==> config.mk <==
export PLATFORM = sky130hd
export DESIGN_NAME = bolme_sonuc_bcd
export DESIGN_NICKNAME = d
export VERILOG_FILES = /design/src/rtl/bolme_pkg.sv /design/src/rtl/bcd_seri_donusturucu.sv /design/src/rtl/bolme_sonuc_bcd.sv
export SDC_FILE = /design/constraint.sdc
export NUM_CORES = 1
export LEC_CHECK = 0
export BUFFER_PORTS_ARGS = -buffer_cell sky130_fd_sc_hd__buf_2
export CORE_UTILIZATION = 40
export DETAILED_ROUTE_END_ITERATION = 7
export PLACE_DENSITY = 0.63
export SKIP_LAST_GASP = 1
export SLEW_MARGIN = 20
export SYNTH_ARGS = -nofsm -noshare
export SYNTH_HDL_FRONTEND = slang
export SYNTH_SLANG_ARGS = --single-unit
==> constraint.sdc <==
create_clock -name clk -period 1.5 [get_ports clk]
set_input_delay 0.15 -clock clk [delete_from_list [all_inputs] [get_ports clk]]
set_output_delay 0.15 -clock clk [all_outputs]
set_load 0.02 [all_outputs]
==> src/rtl/bolme_pkg.sv <==
// Shared definitions for the divider result stage: state encoding,
// error nibble and counter sizing helper.
package bolme_pkg;

    localparam logic [1:0] ST_IDLE  = 2'd0;
    localparam logic [1:0] ST_SHIFT = 2'd1;
    localparam logic [1:0] ST_OUT   = 2'd2;

    // Shown on every digit when the divider flagged a zero divisor.
    localparam logic [3:0] BCD_HATA = 4'hF;

    function automatic int sayac_genislik(input int n);
        int g;
        g = 1;
        while ((1 << g) < n) g++;
        return g;
    endfunction

endpackage

==> src/rtl/bcd_seri_donusturucu.sv <==
// Single-value serial double-dabble: load captures the binary value and
// clears the accumulator, each step adds 3 to digits >= 5 then shifts once.
module bcd_seri_donusturucu
    import bolme_pkg::*;
#(
    parameter int W      = 4,
    parameter int DIGITS = 2
) (
    input  logic                  clk,
    input  logic                  rst,
    input  logic                  i_load,
    input  logic                  i_step,
    input  logic [W-1:0]          i_bin,
    output logic [4*DIGITS-1:0]   o_bcd
);

    localparam int AW = 4 * DIGITS;

    logic [AW-1:0]   r_acc;
    logic [W-1:0]    r_bin;
    logic [AW-1:0]   w_adj;
    logic [AW+W-1:0] w_cat;

    always_comb begin
        w_adj = r_acc;
        for (int d = 0; d < DIGITS; d++) begin
            if (r_acc[4*d +: 4] >= 4'd5)
                w_adj[4*d +: 4] = r_acc[4*d +: 4] + 4'd3;
        end
        w_cat = {w_adj, r_bin};
    end

    always_ff @(posedge clk or posedge rst) begin
        if (rst) begin
            r_acc <= '0;
            r_bin <= '0;
        end else if (i_load) begin
            r_acc <= '0;
            r_bin <= i_bin;
        end else if (i_step) begin
            {r_acc, r_bin} <= {w_cat[AW+W-2:0], 1'b0};
        end
    end

    assign o_bcd = r_acc;

endmodule

==> src/rtl/bolme_sonuc_bcd.sv <==
// Result stage behind the divider: edge-detects done, converts quotient and
// remainder to packed BCD serially, and publishes them with a valid strobe.
module bolme_sonuc_bcd
    import bolme_pkg::*;
#(
    parameter int W      = 4,
    parameter int DIGITS = 2
) (
    input  logic                clk,
    input  logic                rst,
    input  logic                done,
    input  logic                divisor_zero,
    input  logic [W-1:0]        bolum,
    input  logic [W-1:0]        kalan,
    output logic [4*DIGITS-1:0] bolum_bcd,
    output logic [4*DIGITS-1:0] kalan_bcd,
    output logic                valid,
    output logic                err,
    output logic                busy,
    output logic [1:0]          dbg_state
);

    localparam int CW = sayac_genislik(W);

    logic [1:0]          r_state;
    logic                r_done_q;
    logic [CW-1:0]       r_cnt;
    logic                r_err_next;
    logic [4*DIGITS-1:0] r_bolum_bcd;
    logic [4*DIGITS-1:0] r_kalan_bcd;
    logic                r_valid;
    logic                r_err;

    logic                w_done_rise;
    logic                w_load;
    logic                w_step;
    logic [4*DIGITS-1:0] w_bolum_acc;
    logic [4*DIGITS-1:0] w_kalan_acc;

    assign w_done_rise = done & ~r_done_q;
    assign w_load      = (r_state == ST_IDLE) & w_done_rise & ~divisor_zero;
    assign w_step      = (r_state == ST_SHIFT);

    bcd_seri_donusturucu #(.W(W), .DIGITS(DIGITS)) u_bolum (
        .clk(clk), .rst(rst), .i_load(w_load), .i_step(w_step),
        .i_bin(bolum), .o_bcd(w_bolum_acc)
    );

    bcd_seri_donusturucu #(.W(W), .DIGITS(DIGITS)) u_kalan (
        .clk(clk), .rst(rst), .i_load(w_load), .i_step(w_step),
        .i_bin(kalan), .o_bcd(w_kalan_acc)
    );

    // valid is a one-cycle strobe with no back-pressure: the consumer must take
    // *_bcd/err in the cycle valid is high; they then hold until the next strobe.
    always_ff @(posedge clk or posedge rst) begin
        if (rst) begin
            r_state     <= ST_IDLE;
            r_done_q    <= 1'b0;
            r_cnt       <= '0;
            r_err_next  <= 1'b0;
            r_bolum_bcd <= '0;
            r_kalan_bcd <= '0;
            r_valid     <= 1'b0;
            r_err       <= 1'b0;
        end else begin
            r_done_q <= done;
            r_valid  <= 1'b0;
            case (r_state)
                ST_IDLE: begin
                    if (w_done_rise) begin
                        r_err_next <= divisor_zero;
                        r_cnt      <= '0;
                        r_state    <= divisor_zero ? ST_OUT : ST_SHIFT;
                    end
                end
                ST_SHIFT: begin
                    r_cnt <= r_cnt + CW'(1);
                    if (r_cnt == CW'(W - 1))
                        r_state <= ST_OUT;
                end
                ST_OUT: begin
                    r_bolum_bcd <= r_err_next ? {DIGITS{BCD_HATA}} : w_bolum_acc;
                    r_kalan_bcd <= r_err_next ? {DIGITS{BCD_HATA}} : w_kalan_acc;
                    r_err       <= r_err_next;
                    r_valid     <= 1'b1;
                    r_state     <= ST_IDLE;
                end
                default: r_state <= ST_IDLE;
            endcase
        end
    end

    assign bolum_bcd = r_bolum_bcd;
    assign kalan_bcd = r_kalan_bcd;
    assign valid     = r_valid;
    assign err       = r_err;
    assign busy      = (r_state != ST_IDLE);
    assign dbg_state = r_state;

endmodule

==> impl_metrics.py, run 1 <==
metrics = {
    "run_status": {
        "status": "finished clean",
    },
    "hold_path": {
        "min_path_type": "in -> reg",
    },
    "critical_path": {
        "crit_path_start_kind": "input pin",
        "rr_startpoint": "u_kalan.o_bcd[0]$_DFFE_PP0P_",
        "r2r_slack_ps": 70,
        "cp-end-kind": "flop",
        "crit_end": "u_bolum.r_bin[1]$_DFFE_PP0P_",
        "r2r-end": "u_kalan.o_bcd[2]$_DFFE_PP0P_",
        "critPathMaxFanout": 14,
        "cp.arrival_ps": 1640,
        "path_class": "in -> reg",
        "cp-startpoint": "done",
        "worstPathRequired_ps": 1680,
        "reg2regPathDepth": 6,
    },
    "place": {
        "dp_hpwl_microns": 2940,
        "place_congestion": 0.745,
        "port_buffers": 32,
        "placed_cells": 331,
        "place_area_sq_um": 2530,
    },
    "synth": {
        "ys_warn_count": 0,
        "synthCells": 227,
        "synthArstFlopShare": 1.00,
        "syn_area_per_cell_sq_um": 9.98,
        "ys_seq_area_frac": 0.530,
        "synth-edff-count": 0,
        "synthFlopType": "dfrtp_1",
        "syn_area_sq_um": 2260,
        "yosysUniqueCellTypes": 34,
        "mappedNetlistNets": 248,
        "synth-seq-cells": 48,
    },
    "final_layout": {
        "n_antenna_cell": 0,
        "final_util": 0.500,
        "fin_nets": 294,
        "drive_gt1_frac": 0.281,
        "layout.cells.most_common": "dfrtp_1",
        "final_cells": 346,
        "synthToLayoutAreaGrowth_pct": 20.9,
        "layout_common_cells": "dfrtp_1, nand2_1, buf_2, nor2_1, buf_4",
        "fin_area_sq_um": 2740,
    },
    "power": {
        "p_per_area_nw_per_um2": 2110,
        "seqPwrFrac": 0.390,
        "swShare": 0.400,
        "p_comb_frac": 0.454,
        "p_leak_nw": 1.38,
        "ir_drop_uv": 947,
        "p_int_mw": 3.48,
        "total_power_mw": 5.79,
        "p_sw_mw": 2.32,
        "p_clk_frac": 0.156,
    },
    "route": {
        "wl_microns": 4130,
        "wire_per_inst_microns": 11.9,
        "first_pass_iters": 4,
        "vias_per_cell": 4.82,
        "vias": 1666,
        "drc": 0,
        "drt_iter0_markers": 94,
        "antenna_left": 0,
    },
    "global_routing": {
        "grt_pass1_wl_microns": 7130,
        "grt_pass1_vias": 1526,
        "grt_max_degree": 23,
        "track_usage": 0.151,
        "globalRouteOverflowTotal": 0,
        "antenna_found_initial": 0,
    },
    "cts": {
        "h-tree-depth": 2,
        "worstSkewPairLatency_ps": 300,
        "clockBufferDepth": 2,
        "cts_tree": "built",
        "cts-buffers-inserted": 5,
        "cts_sinks": 48,
        "clk_pin_slew_ps": 80,
        "root_buffer": "clkbuf_8",
    },
    "timing": {
        "final_hold_viol_count": 0,
        "skew_ps": 5.56,
        "timing.slew.headroom": 0.590,
        "setup-violations-final": 0,
        "rsz0062_at_grt": "yes",
        "drv_slew": 0,
        "clock.fmax_ghz": 0.687,
        "worst_pin_slew_ps": 616,
        "post-route-period-util": 0.971,
        "min_period_ps": 1460,
    },
    "die": {
        "initial_core_util": 0.414,
        "ioPinCount": 33,
        "die_w_microns": 77.2,
        "dieHeight_microns": 77.2,
        "coreArea_sq_um": 5470,
        "num_rows": 27,
        "die_area_sq_um": 5970,
    },
    "job": {
        "maxCapViolations": 0,
    },
}
[kinds of logic after synthesis]
group,count (synthesis),share of synthesized area
muxes,7,0.0315
xor gates and xnor gates,5,0.0193
AOI/OAI and AO/OA,55,0.161
adders and majority gates,9,0.0497
buffers and inverters,26,0.0630
DFF,48,0.530
and+or+nand+nor,77,0.145
[per-stage QoR]
stage	hold slack (ps)	TNS (ps)	worst slack, ps
2_1_floorplan	181	0	98.4
3_3_place_gp	117	0	42.8
3_5_place_dp	121	-28.1	-28.1
4_1_cts	44.0	0	9.60
5_1_grt	57.4	-128	-43.4
6_report	55.7	0	44.2
[critical path: stages]
cell and delay, ps:
dlygate4sd3_1 530, buf_2 130, and2b_2 230, and3_1 170, buf_4 180, a22oi_1 170, nand2_1 70
[how the worst min path moves through the flow]
stage	from	endpoint	slack, ps	cells after the start
after global routing	bolum[2]	u_bolum.r_bin[2]$_DFFE_PP0P_	60	3
final	bolum[2]	u_bolum.r_bin[2]$_DFFE_PP0P_	60	3
after floorplan	done	r_done_q$_DFF_PP0_	180	0
after global placement	rst	bolum_bcd[1]$_DFFE_PP0P_	120	2
after CTS	bolum[2]	u_bolum.r_bin[2]$_DFFE_PP0P_	40	3
after detailed placement	rst	bolum_bcd[1]$_DFFE_PP0P_	120	2
[area by class of cell]
class,instances,area (sq um)
fill,553,2730
inverter,12,45.0
clock buffer,6,72.6
clock inverter,2,35.0
sequential,48,1200
multi-input combinational,153,960
timing repair buffer,53,335
tap,72,90.1
[repair_timing]
action | in CTS | in global routing
pin swaps | 0 | 3
setup buffers | 0 | 5
gates resized for setup | 1 | 10
endpoints found under the setup margin | 1 | 10
hold endpoints to repair | 12 | 0
hold buffers | 2 | 0
[Yosys cell counts (all sizes together) (2+ instances only)]
master / instances / area, sq um
inv: 12 / 45.0
ha: 9 / 113
clkbuf: 4 / 16.3
a22o: 7 / 61.3
nand3: 3 / 15.0
nand2: 41 / 154
nand2b: 6 / 37.5
o21ai: 31 / 178
a21oi: 7 / 35.0
o21bai: 2 / 15.0
xnor2: 4 / 35.0
nor3: 3 / 15.0
buf: 10 / 81.3
a22oi: 4 / 30.0
dfrtp: 48 / 1200
mux2i: 6 / 60.1
nor2: 19 / 71.3
[sequential cells by signal, summed over array words and instances (netlist names)]
name           cells
kalan_bcd          8
u_kalan.r_bin      4
err                1
r_err_next         1
r_cnt              2
u_kalan.o_bcd      8
r_done_q           1
u_bolum.r_bin      4
u_bolum.o_bcd      8
dbg_state          2
bolum_bcd          8
valid              1
[metal layers]
| metal | share of wire | vias to the layer above | global-route usage |
|---|---|---|---|
| met5 | 0 | - | 0 |
| met4 | 0.014 | 0 | 0.0623 |
| met3 | 0.039 | 5 | 0.0369 |
| met2 | 0.44 | 32 | 0.231 |
| met1 | 0.51 | 777 | 0.203 |
| li1 | - | 852 | - |
[power groups by stage]
stage / registers [mW] / logic, mW / clock network [mW]
detailed placement: 2.27 / 2.49 / 0
global placement: 2.26 / 2.46 / 0
CTS: 2.25 / 2.51 / 0.939
finish: 2.26 / 2.63 / 0.902
floorplan: 2.45 / 1.63 / 0
global route: 2.34 / 2.95 / 1.00
Power figures use the tool's default switching activity.
==> run 2, diff against run 1 <==
- BUFFER_PORTS_ARGS: -buffer_cell sky130_fd_sc_hd__buf_2 -> -buffer_cell sky130_fd_sc_hd__buf_4
==> run 2 against run 1 <==
Combinational power up 6%. Critical path depth down 2. Die area unchanged. Global-route usage up 0.57 points. Via count up 1.3%. Total power up 4.0%. Critical path type is now reg -> reg. Flip-flop and latch count unchanged. Cell count down 0.58%. Register-to-register slack worse by 30 ps. Fmax down 0.28%.
==> impl_metrics.py, run 2 (synthesis gave the netlist of run 1 again) <==
metrics = {
    "place": {
        "port_buffers": 32,
        "dpl_worst_slack_ps": -9.33,
        "dp_hpwl_microns": 2840,
        "place_congestion": 0.734,
    },
    "timing": {
        "post-route-period-util": 0.973,
        "rsz0062_at_grt": "yes",
        "min_period_ps": 1460,
        "drv_slew": 0,
        "setup-violations-final": 0,
        "finalWorstSetupSlack_ps": 40.1,
        "clock.fmax_ghz": 0.685,
        "final_hold_viol_count": 0,
        "worst_pin_slew_ps": 642,
        "skew_ps": 4.40,
        "setup_tns_ps": 0,
        "timing.slew.headroom": 0.572,
    },
    "die": {
        "ioPinCount": 33,
        "initial_core_util": 0.414,
        "coreArea_sq_um": 5470,
        "dieHeight_microns": 77.2,
        "die_w_microns": 77.2,
        "die_area_sq_um": 5970,
        "num_rows": 27,
    },
    "job": {
        "maxCapViolations": 0,
    },
    "global_routing": {
        "met2_usage": 0.233,
        "track_usage": 0.157,
        "busiest_layer": "met2",
        "grt_pass1_vias": 1589,
        "use_met3": 0.0357,
        "antenna_found_initial": 0,
        "grt_pass1_wl_microns": 7450,
        "globalRouteOverflowTotal": 0,
        "met1_usage": 0.222,
        "grt_max_degree": 49,
    },
    "cts": {
        "h-tree-depth": 2,
        "clk_pin_slew_ps": 90,
        "root_buffer": "clkbuf_8",
        "cts_tree": "built",
        "worstSkewPairLatency_ps": 300,
        "clockBufferDepth": 2,
        "cts-buffers-inserted": 5,
        "cts_sinks": 48,
    },
    "critical_path": {
        "cp_cell_sequence": "ha_1 -> nand2b_1 -> a21oi_2 -> mux2i_1 -> a22o_1",
        "max_stage_delay_ps": 440,
        "cp-end-kind": "flop",
        "critical-path-top-delay-family": "flip-flops",
        "path_class": "reg -> reg",
        "worstPathRequired_ps": 1740,
        "cp.arrival_ps": 1700,
        "crit_path_start_kind": "flop",
        "critPathMaxFanout": 5,
        "cp_slowest_cell": "dfrtp_1",
        "critPathBufInv": 0,
    },
    "route": {
        "drt_iter0_markers": 61,
        "first_pass_iters": 4,
        "vias_per_cell": 4.91,
        "wl_microns": 4250,
        "antenna_left": 0,
        "wire_per_inst_microns": 12.4,
        "vias": 1688,
        "drc": 0,
    },
    "final_layout": {
        "fin_nets": 292,
        "drive_gt1_frac": 0.305,
        "n_antenna_cell": 0,
        "synthToLayoutAreaGrowth_pct": 25.2,
        "layout_common_cells": "dfrtp_1, buf_4, nand2_1, nor2_1, o21ai_1",
    },
    "power": {
        "ir_drop_uv": 833,
        "p_leak_nw": 1.40,
        "p_per_area_nw_per_um2": 2120,
    },
    "hold_path": {
        "min_path_type": "in -> reg",
    },
    "run_status": {
        "status": "finished clean",
    },
}
## run 2: changes by cell type in the layout (fill, tap and decap cells not counted), moves of 2 or more
cell     previous run  this run
buf_2              32         0
inv_2               1         3
buf_4              18        47
inv_1              11         9
a22oi_1             3         0
a22oi_2             1         4
## run 2: final cells by class
cell class	count	area, sq um
Clock buffer	5	68.8
Clock inverter	3	42.5
Fill cell	527	2640
Inverter	12	45.0
Multi-Input combinational cell	153	975
Sequential cell	48	1200
Tap cell	72	90.1
Timing Repair Buffer	51	413
## run 2: timing repair
item                                    4_1_cts  5_1_grt
endpoints found under the setup margin        2       14
setup buffers                                 0        5
resized for setup                             2       16
pin swaps                                     0        2
hold buffers                                  2        0
hold endpoints to repair                     49        0
## run 2: worst reg2reg max path, stage by stage (launching register included)
cell	delay (ps)
dfrtp_1	440
ha_1	230
nand2b_1	160
a21oi_2	230
mux2i_1	210
a22o_1	130
## run 2: path summary, 6_finish.rpt
check / from / endpoint / slack [ps] / cells after the start
max: u_kalan.o_bcd[0]$_DFFE_PP0P_ / u_kalan.o_bcd[2]$_DFFE_PP0P_ / 40 / 5
min: kalan[0] / u_kalan.r_bin[0]$_DFFE_PP0P_ / 50 / 3
max reg2reg: u_kalan.o_bcd[0]$_DFFE_PP0P_ / u_kalan.o_bcd[2]$_DFFE_PP0P_ / 40 / 5
min reg2reg: bolum_bcd[5]$_DFFE_PP0P_ / bolum_bcd[5]$_DFFE_PP0P_ / 480 / 2
max in group asynchronous: rst / dbg_state[1]$_DFFE_PP0P_ / 830 / 4
min in group asynchronous: rst / valid$_DFF_PP0_ / 440 / 4
## run 2: layer usage
| metal | part of all wire | routed length [microns] |
|---|---|---|
| met5 | 0 | 0 |
| met1 | 0.51 | 2170 |
| met2 | 0.44 | 1860 |
| met4 | 0.012 | 49 |
| met3 | 0.038 | 163 |
## run 2: metrics by stage
| step | instances | total power [mW] | cell area [sq um] | util | hold slack (ps) |
|---|---|---|---|---|---|
| 4_1_cts | 339 | 5.91 | 2750 | 0.503 | 43.6 |
| 2_1_floorplan | 227 | 4.08 | 2260 | - | 181 |
| 3_3_place_gp | 329 | 4.88 | 2610 | 0.477 | 218 |
| 3_5_place_dp | 329 | 4.94 | 2610 | 0.477 | 221 |
| 6_report | 344 | 6.03 | 2840 | 0.518 | 49.5 |
| 5_1_grt | 344 | 6.54 | 2840 | 0.518 | 52.2 |
## run 2: where the power goes
part / internal [mW] / leakage, nW / total (mW) / switching, mW
Combinational: 1.32 / 0.738 / 2.80 / 1.48
Sequential: 1.82 / 0.611 / 2.29 / 0.472
Clock: 0.493 / 0.0541 / 0.930 / 0.436
==> run 3, diff against run 2 <==
- CTS_BUF_LIST: unset -> sky130_fd_sc_hd__clkbuf_16
- RECOVER_POWER: unset -> 25
- SKIP_LAST_GASP: 1 -> unset
==> run 3 against run 2 <==
Flip-flop and latch count is the same. Total power grew 5.5%. Die area is the same. Critical path type unchanged. Critical endpoint unchanged. Largest power group unchanged.
==> impl_metrics.py, run 3 (synthesis gave the netlist of run 1 again) <==
metrics = {
    "cts": {
        "cts_sinks": 48,
        "root_buffer": "clkbuf_16",
        "cts-buffers-inserted": 5,
        "h-tree-depth": 2,
        "cts_tree": "built",
        "worstSkewPairLatency_ps": 290,
        "clockBufferDepth": 2,
        "clk_pin_slew_ps": 60,
    },
    "power": {
        "total_power_mw": 6.35,
        "ir_drop_uv": 821,
        "p_per_area_nw_per_um2": 2210,
        "p_leak_nw": 1.42,
    },
    "die": {
        "die_area_sq_um": 5970,
        "ioPinCount": 33,
        "num_rows": 27,
        "die_w_microns": 77.2,
        "coreArea_sq_um": 5470,
        "dieHeight_microns": 77.2,
        "initial_core_util": 0.414,
    },
    "critical_path": {
        "cp.arrival_ps": 1670,
        "critPathMaxFanout": 5,
        "critical-path-top-delay-family": "flip-flops",
        "crit_path_start_kind": "flop",
        "cp-end-kind": "flop",
        "worstPathRequired_ps": 1730,
        "cp_slowest_cell": "dfrtp_1",
        "max_stage_delay_ps": 430,
        "critPathBufInv": 0,
        "r2r_slack_ps": 50,
        "path_class": "reg -> reg",
        "cp_cell_sequence": "ha_1 -> nand2b_1 -> a21oi_2 -> mux2i_1 -> a22o_1",
    },
    "timing": {
        "skew_ps": 3.35,
        "clock.fmax_ghz": 0.691,
        "setup-violations-final": 0,
        "min_period_ps": 1450,
        "timing.slew.headroom": 0.563,
        "worst_pin_slew_ps": 656,
        "rsz0062_at_grt": "yes",
        "final_hold_viol_count": 0,
        "post-route-period-util": 0.964,
        "finalWorstSetupSlack_ps": 53.8,
        "setup_tns_ps": 0,
        "drv_slew": 0,
    },
    "place": {
        "port_buffers": 32,
        "place_congestion": 0.734,
        "dp_hpwl_microns": 2840,
        "dpl_worst_slack_ps": -9.33,
        "placed_cells": 329,
        "place_area_sq_um": 2610,
    },
    "route": {
        "vias_per_cell": 4.96,
        "vias": 1701,
        "drt_iter0_markers": 50,
        "antenna_left": 0,
        "wire_per_inst_microns": 12.7,
        "first_pass_iters": 4,
        "drc": 0,
        "wl_microns": 4350,
    },
    "global_routing": {
        "grt_pass1_wl_microns": 7590,
        "track_usage": 0.161,
        "grt_max_degree": 49,
        "antenna_found_initial": 0,
        "grt_pass1_vias": 1597,
        "globalRouteOverflowTotal": 0,
    },
    "hold_path": {
        "min_path_type": "in -> reg",
    },
    "job": {
        "maxCapViolations": 0,
    },
    "run_status": {
        "status": "finished clean",
    },
    "final_layout": {
        "drive_gt1_frac": 0.299,
        "synthToLayoutAreaGrowth_pct": 26.8,
        "fin_area_sq_um": 2870,
        "layout.cells.most_common": "dfrtp_1",
        "layout_common_cells": "dfrtp_1, buf_4, nand2_1, nor2_1, o21ai_1",
        "fin_nets": 291,
        "final_cells": 343,
        "n_antenna_cell": 0,
    },
}
[run 3: what timing repair did]
item	4_1_cts	5_1_grt
resized for setup	3	15
setup buffers	0	4
hold buffers	2	0
pin swaps	0	3
hold endpoints to repair	49	0
setup endpoints to repair	3	15
[run 3: layout make-up]
cell class	instances	area (sq um)
Tap cell	72	90.1
Clock buffer	5	125
Fill cell	523	2600
Inverter	12	45.0
Sequential cell	48	1200
Multi-Input combinational cell	153	970
Clock inverter	3	42.5
Timing Repair Buffer	50	397
[run 3: power breakdown]
| part | internal [mW] | total (mW) | switching [mW] |
|---|---|---|---|
| Clock | 0.783 | 1.26 | 0.474 |
| Combinational | 1.31 | 2.81 | 1.49 |
| Sequential | 1.83 | 2.29 | 0.467 |
[run 3: worst paths after layout]
path,startpoint,to,depth (start not counted)
hold / removal,kalan[0],u_kalan.r_bin[0]$_DFFE_PP0P_,3
min in group asynchronous,rst,bolum_bcd[1]$_DFFE_PP0P_,4
hold reg to reg,bolum_bcd[5]$_DFFE_PP0P_,bolum_bcd[5]$_DFFE_PP0P_,2
max in group asynchronous,rst,u_bolum.o_bcd[0]$_DFFE_PP0P_,4
setup / recovery,u_kalan.o_bcd[0]$_DFFE_PP0P_,u_kalan.o_bcd[2]$_DFFE_PP0P_,5
setup reg to reg,u_kalan.o_bcd[0]$_DFFE_PP0P_,u_kalan.o_bcd[2]$_DFFE_PP0P_,5
[run 3: stage by stage]
| stage | hold slack, ps | util |
|---|---|---|
| floorplan | 181 | - |
| global placement | 218 | 0.477 |
| detailed placement | 221 | 0.477 |
| CTS | 62.2 | 0.513 |
| global route | 73.7 | 0.525 |
| finish | 63.4 | 0.525 |
[run 3: tightest hold or removal path, stage by stage]
cell,delay (ps)
buf_4,70
nand2_1,50
o21ai_2,40
[run 3: layer usage]
metal | wire, microns | GRT usage
met1 | 2130 | 0.221
met2 | 1980 | 0.243
met3 | 181 | 0.0369
met4 | 65 | 0.0679
met5 | 0 | 0
